**config.mk**
```make
export PLATFORM = sky130hd
export DESIGN_NAME = i2c_target
export DESIGN_NICKNAME = d
export VERILOG_FILES = /design/src/rtl/i2c_target.sv
export SDC_FILE = /design/constraint.sdc
export NUM_CORES = 1
export LEC_CHECK = 0
export ABC_AREA = 1
export BUFFER_PORTS_ARGS = -buffer_cell sky130_fd_sc_hd__clkbuf_2
export CORE_MARGIN = 3
export CORE_UTILIZATION = 55
export CTS_CLUSTER_DIAMETER = 60
export DETAILED_ROUTE_END_ITERATION = 6
export PLACE_DENSITY = 0.73
export SLEW_MARGIN = 20
export SYNTH_ARGS = -nofsm -noshare
export SYNTH_HDL_FRONTEND = slang
export SYNTH_SLANG_ARGS = --single-unit
```
**constraint.sdc**
```tcl
create_clock -name clk -period 2.5 [get_ports clk]
set_input_delay 0.25 -clock clk [delete_from_list [all_inputs] [get_ports clk]]
set_output_delay 0.25 -clock clk [all_outputs]
set_load 0.02 [all_outputs]
```
**src/rtl/i2c_target.sv**
```systemverilog
// I2C target with a byte-wide register file; bus writes are echoed on wr_strobe, host port reads/writes the same registers.
// Latency: pin edge to action 3 clk (2-flop sync + registered edge detect); sda_oe moves 4 clk after the SCL pin falls.
// Backpressure: none, the target never stretches SCL. I2C_TARGET_AUTOINC_EN enables pointer auto-increment.
`timescale 1ns/1ps
module i2c_target #(
    parameter logic [6:0] DEV_ADDR = 7'h52,
    parameter int         NUM_REGS = 8,
    localparam int        PW       = $clog2(NUM_REGS)
) (
    input  logic          clk,
    input  logic          rst,
    input  logic          scl,
    input  logic          sda_in,
    output logic          sda_oe,
    input  logic [PW-1:0] host_addr,
    input  logic          host_we,
    input  logic [7:0]    host_wdata,
    output logic [7:0]    host_rdata,
    output logic          wr_strobe,
    output logic [PW-1:0] wr_addr,
    output logic [7:0]    wr_data,
    output logic          busy
);

`ifdef I2C_TARGET_AUTOINC_EN
    localparam bit AUTOINC = 1'b1;
`else
    localparam bit AUTOINC = 1'b0;
`endif

    typedef enum logic [3:0] {
        S_IDLE, S_ADDR, S_ADDR_ACK, S_PTR, S_PTR_ACK,
        S_WDATA, S_WDATA_ACK, S_RDATA, S_RACK, S_WAIT
    } state_t;

    state_t state, state_nxt;

    logic scl_s1, scl_s2, scl_d, sda_s1, sda_s2, sda_d;
    logic scl_rise, scl_fall, start_det, stop_det;

    logic [7:0]    rx, tx;
    logic [3:0]    cnt;
    logic          ack_q, byte_done;
    logic [PW-1:0] ptr, ptr_adv, tx_idx;
    logic [7:0]    regs [NUM_REGS];

    logic oe_nxt, rx_state, rx_shift, bit_cnt_en, ptr_load, bus_wr;
    logic ack_sample, tx_load, tx_shift;

    assign ptr_adv = AUTOINC ? ptr + PW'(1) : ptr;
    assign tx_idx  = (state == S_RACK) ? ptr_adv : ptr;

    // Synchronizers and registered bus-event detection
    always_ff @(posedge clk) begin
        if (rst) begin
            scl_s1    <= 1'b0;
            scl_s2    <= 1'b0;
            scl_d     <= 1'b0;
            sda_s1    <= 1'b0;
            sda_s2    <= 1'b0;
            sda_d     <= 1'b0;
            scl_rise  <= 1'b0;
            scl_fall  <= 1'b0;
            start_det <= 1'b0;
            stop_det  <= 1'b0;
        end else begin
            scl_s1    <= scl;
            scl_s2    <= scl_s1;
            scl_d     <= scl_s2;
            sda_s1    <= sda_in;
            sda_s2    <= sda_s1;
            sda_d     <= sda_s2;
            scl_rise  <= scl_s2 & ~scl_d;
            scl_fall  <= ~scl_s2 & scl_d;
            start_det <= scl_s2 & scl_d & ~sda_s2 & sda_d;
            stop_det  <= scl_s2 & scl_d & sda_s2 & ~sda_d;
        end
    end

    always_ff @(posedge clk) begin
        if (rst) state <= S_IDLE;
        else     state <= state_nxt;
    end

    always_comb begin
        state_nxt = state;
        if (start_det) begin
            state_nxt = S_ADDR;
        end else if (stop_det) begin
            state_nxt = S_IDLE;
        end else if (scl_fall) begin
            case (state)
                S_ADDR:      if (cnt == 4'd8) state_nxt = (rx[7:1] == DEV_ADDR) ? S_ADDR_ACK : S_WAIT;
                S_ADDR_ACK:  state_nxt = rx[0] ? S_RDATA : S_PTR;
                S_PTR:       if (cnt == 4'd8) state_nxt = S_PTR_ACK;
                S_PTR_ACK:   state_nxt = S_WDATA;
                S_WDATA:     if (cnt == 4'd8) state_nxt = S_WDATA_ACK;
                S_WDATA_ACK: state_nxt = S_WDATA;
                S_RDATA:     if (cnt == 4'd8) state_nxt = S_RACK;
                S_RACK:      state_nxt = ack_q ? S_RDATA : S_WAIT;
                default:     state_nxt = state;
            endcase
        end
    end

    always_comb begin
        rx_state   = (state == S_ADDR) || (state == S_PTR) || (state == S_WDATA);
        rx_shift   = scl_rise && rx_state;
        bit_cnt_en = scl_rise && (rx_state || state == S_RDATA);
        ptr_load   = byte_done && state == S_PTR   && !start_det && !stop_det;
        bus_wr     = byte_done && state == S_WDATA && !start_det && !stop_det;
        ack_sample = scl_rise && state == S_RACK;
        tx_load    = scl_rise && ((state == S_ADDR_ACK && rx[0]) || (state == S_RACK && !sda_s2));
        tx_shift   = scl_fall && state == S_RDATA && cnt != 4'd8;
        oe_nxt     = sda_oe;
        if (scl_fall) begin
            case (state)
                S_ADDR:      oe_nxt = (cnt == 4'd8) && (rx[7:1] == DEV_ADDR);
                S_PTR,
                S_WDATA:     oe_nxt = (cnt == 4'd8);
                S_ADDR_ACK:  oe_nxt = rx[0] & ~tx[7];
                S_RDATA:     oe_nxt = (cnt == 4'd8) ? 1'b0 : ~tx[6];
                S_RACK:      oe_nxt = ack_q & ~tx[7];
                default:     oe_nxt = 1'b0;
            endcase
        end
        if (stop_det) oe_nxt = 1'b0;
    end

    always_ff @(posedge clk) begin
        if (rst) begin
            rx         <= '0;
            tx         <= '0;
            cnt        <= '0;
            ack_q      <= 1'b0;
            byte_done  <= 1'b0;
            ptr        <= '0;
            sda_oe     <= 1'b0;
            busy       <= 1'b0;
            wr_strobe  <= 1'b0;
            wr_addr    <= '0;
            wr_data    <= '0;
            host_rdata <= '0;
            for (int i = 0; i < NUM_REGS; i++) regs[i] <= '0;
        end else begin
            sda_oe    <= oe_nxt;
            byte_done <= rx_shift && cnt == 4'd7;
            if (rx_shift) rx <= {rx[6:0], sda_s2};
            if (start_det || state_nxt != state) cnt <= '0;
            else if (bit_cnt_en)                 cnt <= cnt + 4'd1;
            if (ack_sample) ack_q <= ~sda_s2;
            // Read data is fetched at the ACK-sample edge so late host writes are seen
            if (tx_load)       tx <= regs[tx_idx];
            else if (tx_shift) tx <= {tx[6:0], 1'b0};
            if (ptr_load)                                  ptr <= rx[PW-1:0];
            else if (bus_wr || (tx_load && state == S_RACK)) ptr <= ptr_adv;
            if (start_det)     busy <= 1'b1;
            else if (stop_det) busy <= 1'b0;
            wr_strobe <= bus_wr;
            if (bus_wr) begin
                wr_addr <= ptr;
                wr_data <= rx;
            end
            // Bus write is last so it wins a same-index collision with the host
            if (host_we) regs[host_addr] <= host_wdata;
            if (bus_wr)  regs[ptr]       <= rx;
            host_rdata <= regs[host_addr];
        end
    end

endmodule

```
Word-level counts from Yosys, hierarchy flattened
Memories as Yosys holds them, arrays and structs flattened. A register that Yosys moved wholly into a read port is not among the register bits.
Index checks and enable logic that the tools add are counted.
{"block": "op_classes", "n_addsub": 1, "n_eq_ne": 13, "muxes": 33, "bitwise": 15, "n_reduce_logical": 32}
{"cell": "2-to-1 mux 4 bit", "n": 9}
{"cell": "2-to-1 mux 8 bit", "n": 4}
{"cell": "one-hot mux 4 bit (7 select lines)", "n": 1}
{"cell": "== test 4 x 3 -> 1 bit (second input constant)", "n": 5}
{"cell": "logical AND 1 bit", "n": 16}
{"cell": "OR reduction 8 bit", "n": 2}
{"cell": "2-to-1 mux 3 bit", "n": 5}
{"cell": "2-to-1 mux 1 bit", "n": 13}
{"cell": "bitwise AND 1 bit", "n": 9}
{"cell": "== test 4 x 2 -> 1 bit (second input constant)", "n": 2}
{"cell": "== test 4 bit (second input constant)", "n": 2}
{"cell": "OR reduction 2 bit", "n": 4}
{"cell": "== test 7 bit (second input constant)", "n": 1}
{"cell": "NOT 1 bit", "n": 6}
{"cell": "logical OR 1 bit", "n": 5}
{"cell": "one-hot mux 1 bit (5 select lines)", "n": 1}
{"cell": "adder 4 x 1 -> 4 bit (second input constant)", "n": 1}
{"cell": "== test 4 x 1 -> 1 bit (second input constant)", "n": 1}
{"cell": "!= test 4 bit", "n": 1}
{"cell": "!= test 4 bit (second input constant)", "n": 1}
{"cell": "nonzero test 2 bit", "n": 2}
{"cell": "logical NOT 1 bit", "n": 3}
{"block": "word_totals", "ff_bits": 53, "ramBits": 64, "in_bits": 16, "n_memories": 1}
{"name": "regs", "words": 8, "word_bits": 8, "read_ports": 2, "rd_clocked_by_memory_dff": 2, "write_ports": 8, "line": "45", "source": "logic [7:0] regs [NUM_REGS];"}

Depth between registers and ports, before layout
Gate-level depths: netlist of run 1.
{"block": "logic_depth", "ltp_word": 10, "mapped_depth": 15, "mapped_depth_nobuf": 15}

Worst setup path after synthesis of run 1
Ideal clock, no wire load.
{"block": "synth_path", "path_kind": "register to register", "from": "register state[2]", "to": "memory regs[7][0], enable pin", "setup_time_ns": 0.337, "t_arrival_ns": 1.699, "slack_ns": 0.464, "stages_incl_launch_ff": 10, "path_buffers": 1, "synth_period_minus_slack_ns": 2.036, "cell_sequence": "dfxtp_1 inv_2 nor2_4 nand3_2 inv_2 nand2_4 nor3_4 nand3_4 buf_6 nand3_1"}
{"item": "start, declared", "line": "36", "source": "state_t state, state_nxt;"}
{"item": "start signal, assigned", "line": "82", "source": "else state <= state_nxt;"}
{"item": "end, declared", "line": "45"}

==> run_results.csv, run 1 <==
group,metric,value,unit
timing,setup_tns,0,ps
hold_path,hold_start,"scl",
final_layout,nNetsFinal,846,
hold_path,hold_class,"in -> reg",
placed_design,dpl.hpwl,13600,um
final_layout,fin_area,7380,um2
routing,via_count,6127,
placed_design,place_inst,952,
critical_path,worst_setup_path_end_kind,"register",
routing,vias_per_cell,6.23,
cts,cts_hold_buf,0,
critical_path,cp.arrival,2190,ps
hold_path,hold-path-cell-count,3,
floorplanning,start_util,56.6,%
placed_design,place_congestion,0.998,
timing,setup_violations,0,
critical_path,r2r_slack,380,ps
floorplanning,die_h,115,um
pwr,p_leak,2.84,nW
pwr,p_clk_share,46.6,%
critical_path,worst_path_largest_cell_delay,420,ps
yosys,ys_ff_latch,128,
global_routing,gr-total-overflow,0,
critical_path,start_kind,"register",
critical_path,rr_endpoint,"regs[2][3]",
pwr,irDropWorstVdd,0.544,mV
floorplanning,rows,39,
global_routing,grt_pass1_vias,5655,
pwr,sw_frac_of_total,22.6,%
yosys,ys_seq_area_share,49.3,%
cts,cts_tree,"built",
global_routing,grt_pass1_wl,30300,um
critical_path,crit_family,"simple AND/OR/NAND/NOR gates",
hold_path,hold_end,"scl_s1",
final_layout,diodes,0,
routing,ant_nets,0,
placed_design,io_buffers,37,
critical_path,path_depth,8,
timing,worstMarginPinSlew,1010,ps
flow_run,max-cap-violations,0,
floorplanning,die_x,115,um
cts,clk_pin_slew,50,ps
timing,layout_min_cycle_time,2120,ps
yosys,synth.distinct_cells,36,
yosys,yosys_warnings,0,
timing,fmax,0.471,GHz
run_status,outcome,"complete, no violations",
cts,clockBufferDepth,2,
yosys,syn_area,6490,um2
timing,min_period_over_period,84.9,%
timing,fin_hold_ws,16.6,ps
critical_path,crit-reg2reg-launch,"state[2]",
timing,rsz0062_at_grt,"false",
timing,skew,12.9,ps
placed_design,placedInstanceArea,6830,um2
global_routing,grt_max_degree,63,
timing,relSlewSlack,32.3,%
final_layout,syn_to_final_growth,13.7,%
routing,drt_pre_antenna_iters,7,
pwr,switchingPower,1.11,mW
routing,wirelength,19100,um
pwr,power_frac_comb,5.6,%
floorplanning,die-area,13100,um2
cts,cts_buffers,17,
critical_path,cp_max_fo,17,
cts,postCtsSetupRepairBufs,0,
routing,drtIter0Drc,811,
critical_path,reg2reg_depth,8,
global_routing,antenna_found_initial,0,
final_layout,instances_no_fill,984,
pwr,internal-power,3.78,mW
final_layout,layout-drive-gt1-share,13.7,%
critical_path,crit_chain,"inv_2, nor2_4, nand3_2, inv_2, nand2_4, nor3_2, nand2_1, nand3_1",
routing,drc_errors,0,
timing,hold_violations,0,
floorplanning,ios,38,
yosys,avgSynthCellArea,8.13,um2
routing,drt-wirelength-per-cell,19.4,um
cts,cts.sink_count,128,
cts,root_buffer,"clkbuf_16",
critical_path,crit_path_frequent_cell,"inv_2",
critical_path,crit_buf_inv,2,
timing,drv_slew,0,
critical_path,crit_required,2570,ps
pwr,seqPwrFrac,47.8,%
cts,htree_levels,4,
global_routing,grt_use_total,30.5,%
pwr,p_per_area,662,nW/um2
floorplanning,core_area,11500,um2
yosys,ys.flop_type,"edfxtp_1",
yosys,synth_edf_count,64,
yosys,async_flop_share,0,%
critical_path,worstSetupPathType,"reg -> reg",
cts,cts_resized,0,
cts,clock_latency,420,ps
critical_path,crit_path_top_delay_cell,"dfxtp_1",
yosys,syn_nets,817,
yosys,postSynthCellCount,799,
## how the worst max path moves through the flow
stage,slack (ps),endpoint,from
after floorplan,460,regs[7][0],state[2]
after global placement,430,regs[7][7],rst
after detailed placement,340,regs[7][3],rst
after CTS,400,regs[2][0],state[2]
after global routing,150,regs[2][0],state[2]
final,380,regs[2][3],state[2]
## cell families after synthesis
group / count (synthesis) / share of synthesized area (%)
XOR/XNOR: 2 / 0.270
buffers and inverters: 134 / 7.98
adder cells (fa/ha/maj): 2 / 0.385
AND/OR/NAND/NOR: 293 / 21.1
AO/OA/AOI/OAI: 240 / 21.0
flip-flops: 128 / 49.3
## flip-flops by register name, indices dropped and copies added (netlist names), 3 cells and up, named ones only
name / cells
host_rdata: 8
state: 4
wr_data: 8
rx: 8
tx: 8
cnt: 4
ptr: 3
wr_addr: 3
regs: 64
## cell usage after synthesis, types with 2 or more instances
cell      count  area share, %
nor2_2        2           0.19
o211ai_1     31            3.6
nand3_1      76            5.9
nand3_2       2           0.31
a31oi_1       7           0.67
nor3_1        5           0.39
clkbuf_1     32            1.9
nand4_1      25            2.4
ha_1          2           0.39
xor2_1        2           0.27
nand2_4       4           0.69
edfxtp_1     64             30
dfxtp_1      64             20
buf_1        12           0.69
nand2_1     126            7.3
nand3b_1      3           0.35
a21oi_1      60            4.6
o21ai_1      29            2.2
buf_2         6           0.46
nor2_1       44            2.5
inv_2         4           0.23
a41oi_1       8            1.1
o21ai_2       9            1.2
o21ai_0      93            7.2
inv_1        78            4.5
## final cells by class
type,instances,area [um2]
clock inverters,6,30.0
inverters,83,312
multi-input cells,537,2770
well taps,143,179
fillers,945,4090
flip-flops and latches,128,3200
repair buffers,61,365
clock buffers,26,520
## worst reg2reg max path: cells and delay by family, from the launching register on
family / cells / cell delay [ps]
AND/OR/NAND/NOR: 6 / 1180
flip-flops: 1 / 420
buffers and inverters: 2 / 170
## per-stage QoR
stage                     util [%]  worst slack, ps  total power, mW
after detailed placement      59.6              335             2.64
after floorplan                  -              464             2.52
after global placement        59.6              434             2.63
after global routing          64.4              150             5.04
final                         64.4              378             4.88
after CTS                     64.4              399             4.89
## metal layers
| metal | wire [um] | share of wire [%] | global-route usage, % | vias up |
|---|---|---|---|---|
| met4 | 745 | 3.9 | 14.3 | 0 |
| met3 | 1880 | 9.8 | 6.77 | 61 |
| met5 | 0 | 0 | 0 | - |
| met2 | 8520 | 45 | 45.1 | 351 |
| met1 | 7980 | 42 | 42.6 | 2850 |
| li1 | - | - | - | 2865 |
## layout by cell type, fill, tap and decap left out, types with 4 or more instances in the layout
master     instances
buf_4             24
o211ai_1          31
inv_1             78
clkbuf_16         18
a21oi_1           60
dfxtp_1           64
nor2_1            44
nor3_1             5
o21ai_0           93
nand2_1          126
nand3_1           76
clkinv_2           6
o21ai_1           29
o21ai_2            9
inv_2              4
edfxtp_1          64
clkbuf_1           4
a31oi_1            7
nand2_4            4
a41oi_1            8
clkbuf_2          37
clkbuf_8           4
nand4_1           25
## power groups by stage
stage                     clock, mW  sequential [mW]  combinational (mW)
after floorplan                   0             2.36               0.156
after global placement            0             2.37               0.260
after detailed placement          0             2.37               0.264
after CTS                      2.30             2.33               0.265
after global routing           2.41             2.34               0.296
final                          2.28             2.34               0.272
Note: power is estimated with default switching activity, not from simulation.
==> run 2: changes to the inputs <==
- clock period: 2.5 -> 2.1 ns (I/O delays scaled with it)
==> run_results.csv, run 2 (synthesized netlist as in run 1, its figures left out) <==
group,metric,value,unit
run_status,outcome,"finished with violations",
run_status,violations,"DRC",
global_routing,grt_use_total,30.8,%
timing,rsz0062_at_grt,"false",
cts,postCtsSetupRepairBufs,0,
final_layout,top_register,"regs",
global_routing,grt_pass1_wl,30400,um
timing,setup_violations,0,
floorplanning,rows,39,
pwr,p_leak,2.88,nW
critical_path,start_kind,"register",
cts,htree_levels,4,
cts,cts_buffers,17,
critical_path,worst_path_largest_cell_delay,430,ps
critical_path,reg2reg_depth,10,
critical_path,crit-reg2reg-launch,"state[2]",
critical_path,worst_setup_path_end_kind,"register",
timing,min_period_over_period,92.3,%
critical_path,path_depth,10,
floorplanning,die-area,13100,um2
routing,drtIter0Drc,924,
timing,hold_violations,0,
timing,layout_min_cycle_time,1940,ps
routing,drt_pre_antenna_iters,7,
floorplanning,die_x,115,um
critical_path,crit_chain,"inv_2, nor2_4, nand3_2, inv_2, nand2_4, nor2_1, nand3_1, buf_4, nand3_1, o21ai_0",
cts,cts.sink_count,128,
timing,skew,6.10,ps
routing,via_count,6187,
timing,relSlewSlack,60.5,%
global_routing,gr-total-overflow,0,
global_routing,grt_pass1_vias,5682,
flow_run,max-cap-violations,0,
final_layout,mostFrequentLayoutCell,"nand2_1",
routing,drt-wirelength-per-cell,19.6,um
cts,clock_latency,420,ps
placed_design,place_congestion,0.972,
hold_path,hold_start,"rst",
cts,cts_tree,"built",
critical_path,cp.arrival,2070,ps
final_layout,largest_reg_flops,64,
final_layout,regArea,3210,um2
final_layout,layout_common_cells,"nand2_1 (122), o21ai_0 (92), inv_1 (78)",
pwr,p_per_area,800,nW/um2
critical_path,cp_max_fo,16,
timing,worstMarginPinSlew,592,ps
placed_design,dpl.hpwl,13500,um
floorplanning,die_h,115,um
critical_path,crit_required,2230,ps
cts,clk_pin_slew,50,ps
final_layout,diodes,0,
timing,drv_slew,0,
critical_path,rr_endpoint,"regs[4][5]",
hold_path,hold_class,"in -> reg",
final_layout,layout-drive-gt1-share,15.0,%
routing,wirelength,19400,um
final_layout,fill_cells,940,
routing,drc_errors,5,
final_layout,nNetsFinal,852,
global_routing,grt_max_degree,63,
floorplanning,start_util,56.6,%
cts,clockBufferDepth,2,
critical_path,crit_end,"regs[4][5]",
routing,ant_nets,0,
critical_path,crit_path_top_delay_cell,"dfxtp_1",
final_layout,multi_input_area,2790,um2
routing,vias_per_cell,6.25,
critical_path,crit_family,"simple AND/OR/NAND/NOR gates",
critical_path,worstSetupPathType,"reg -> reg",
cts,root_buffer,"clkbuf_16",
critical_path,crit_buf_inv,3,
timing,setup_tns,0,ps
critical_path,critPathLaunch,"state[2]",
critical_path,r2r_slack,160,ps
pwr,irDropWorstVdd,0.617,mV
placed_design,io_buffers,37,
final_layout,syn_to_final_growth,15.7,%
floorplanning,core_area,11500,um2
timing,fmax,0.516,GHz
floorplanning,ios,38,
global_routing,antenna_found_initial,0,
timing,fin_hold_ws,138,ps
run 2: metal layers:
| layer | up-vias | track usage (%) | part of all wire (%) |
|---|---|---|---|
| li1 | 2881 | - | - |
| met1 | 2839 | 41.8 | 39 |
| met2 | 400 | 46.2 | 44 |
| met3 | 67 | 7.66 | 12 |
| met4 | 0 | 14.6 | 4.4 |
| met5 | - | 0 | 0 |
run 2: where the power goes:
group | internal, mW | leakage (nW) | total (mW) | switching (mW)
Combinational | 0.0912 | 1.45 | 0.342 | 0.251
Sequential | 2.72 | 1.14 | 2.77 | 0.0483
Clock | 1.88 | 0.296 | 2.90 | 1.02
run 2: per-stage QoR:
step                      total power [mW]  cell area (um2)  setup WS [ps]  utilization [%]  cells
final                                 6.01             7510            162             65.5    990
after global routing                  6.20             7510           13.8             65.5    990
after CTS                             6.02             7490           69.1             65.3    990
after detailed placement              3.15             6870           80.3             59.9    956
after global placement                3.14             6870            162             59.9    956
after floorplan                       3.00             6490           63.8                -    799
run 2: repair_timing:
item | 4_1_cts | 5_1_grt
endpoints found under the hold margin | 2 | 0
resized for setup | 0 | 10
hold buffers | 2 | 0
endpoints found under the setup margin | 0 | 46
run 2: how the worst min path moves through the flow:
stage                     cells past startpoint  slack, ps        end
after floorplan                               1        290  wr_strobe
after global placement                        2        390     sda_s2
after detailed placement                      2        400     sda_s2
after CTS                                     2        120  wr_strobe
after global routing                          2        150  wr_strobe
final                                         2        140  wr_strobe
run 2: cell type report:
class	count	share of cell area, %
clock inverter	2	0.133
sequential	128	42.7
timing repair buffer	67	5.69
clock buffer	30	7.83
multi-input combinational	537	37.2
inverter	83	4.15
tap	143	2.38
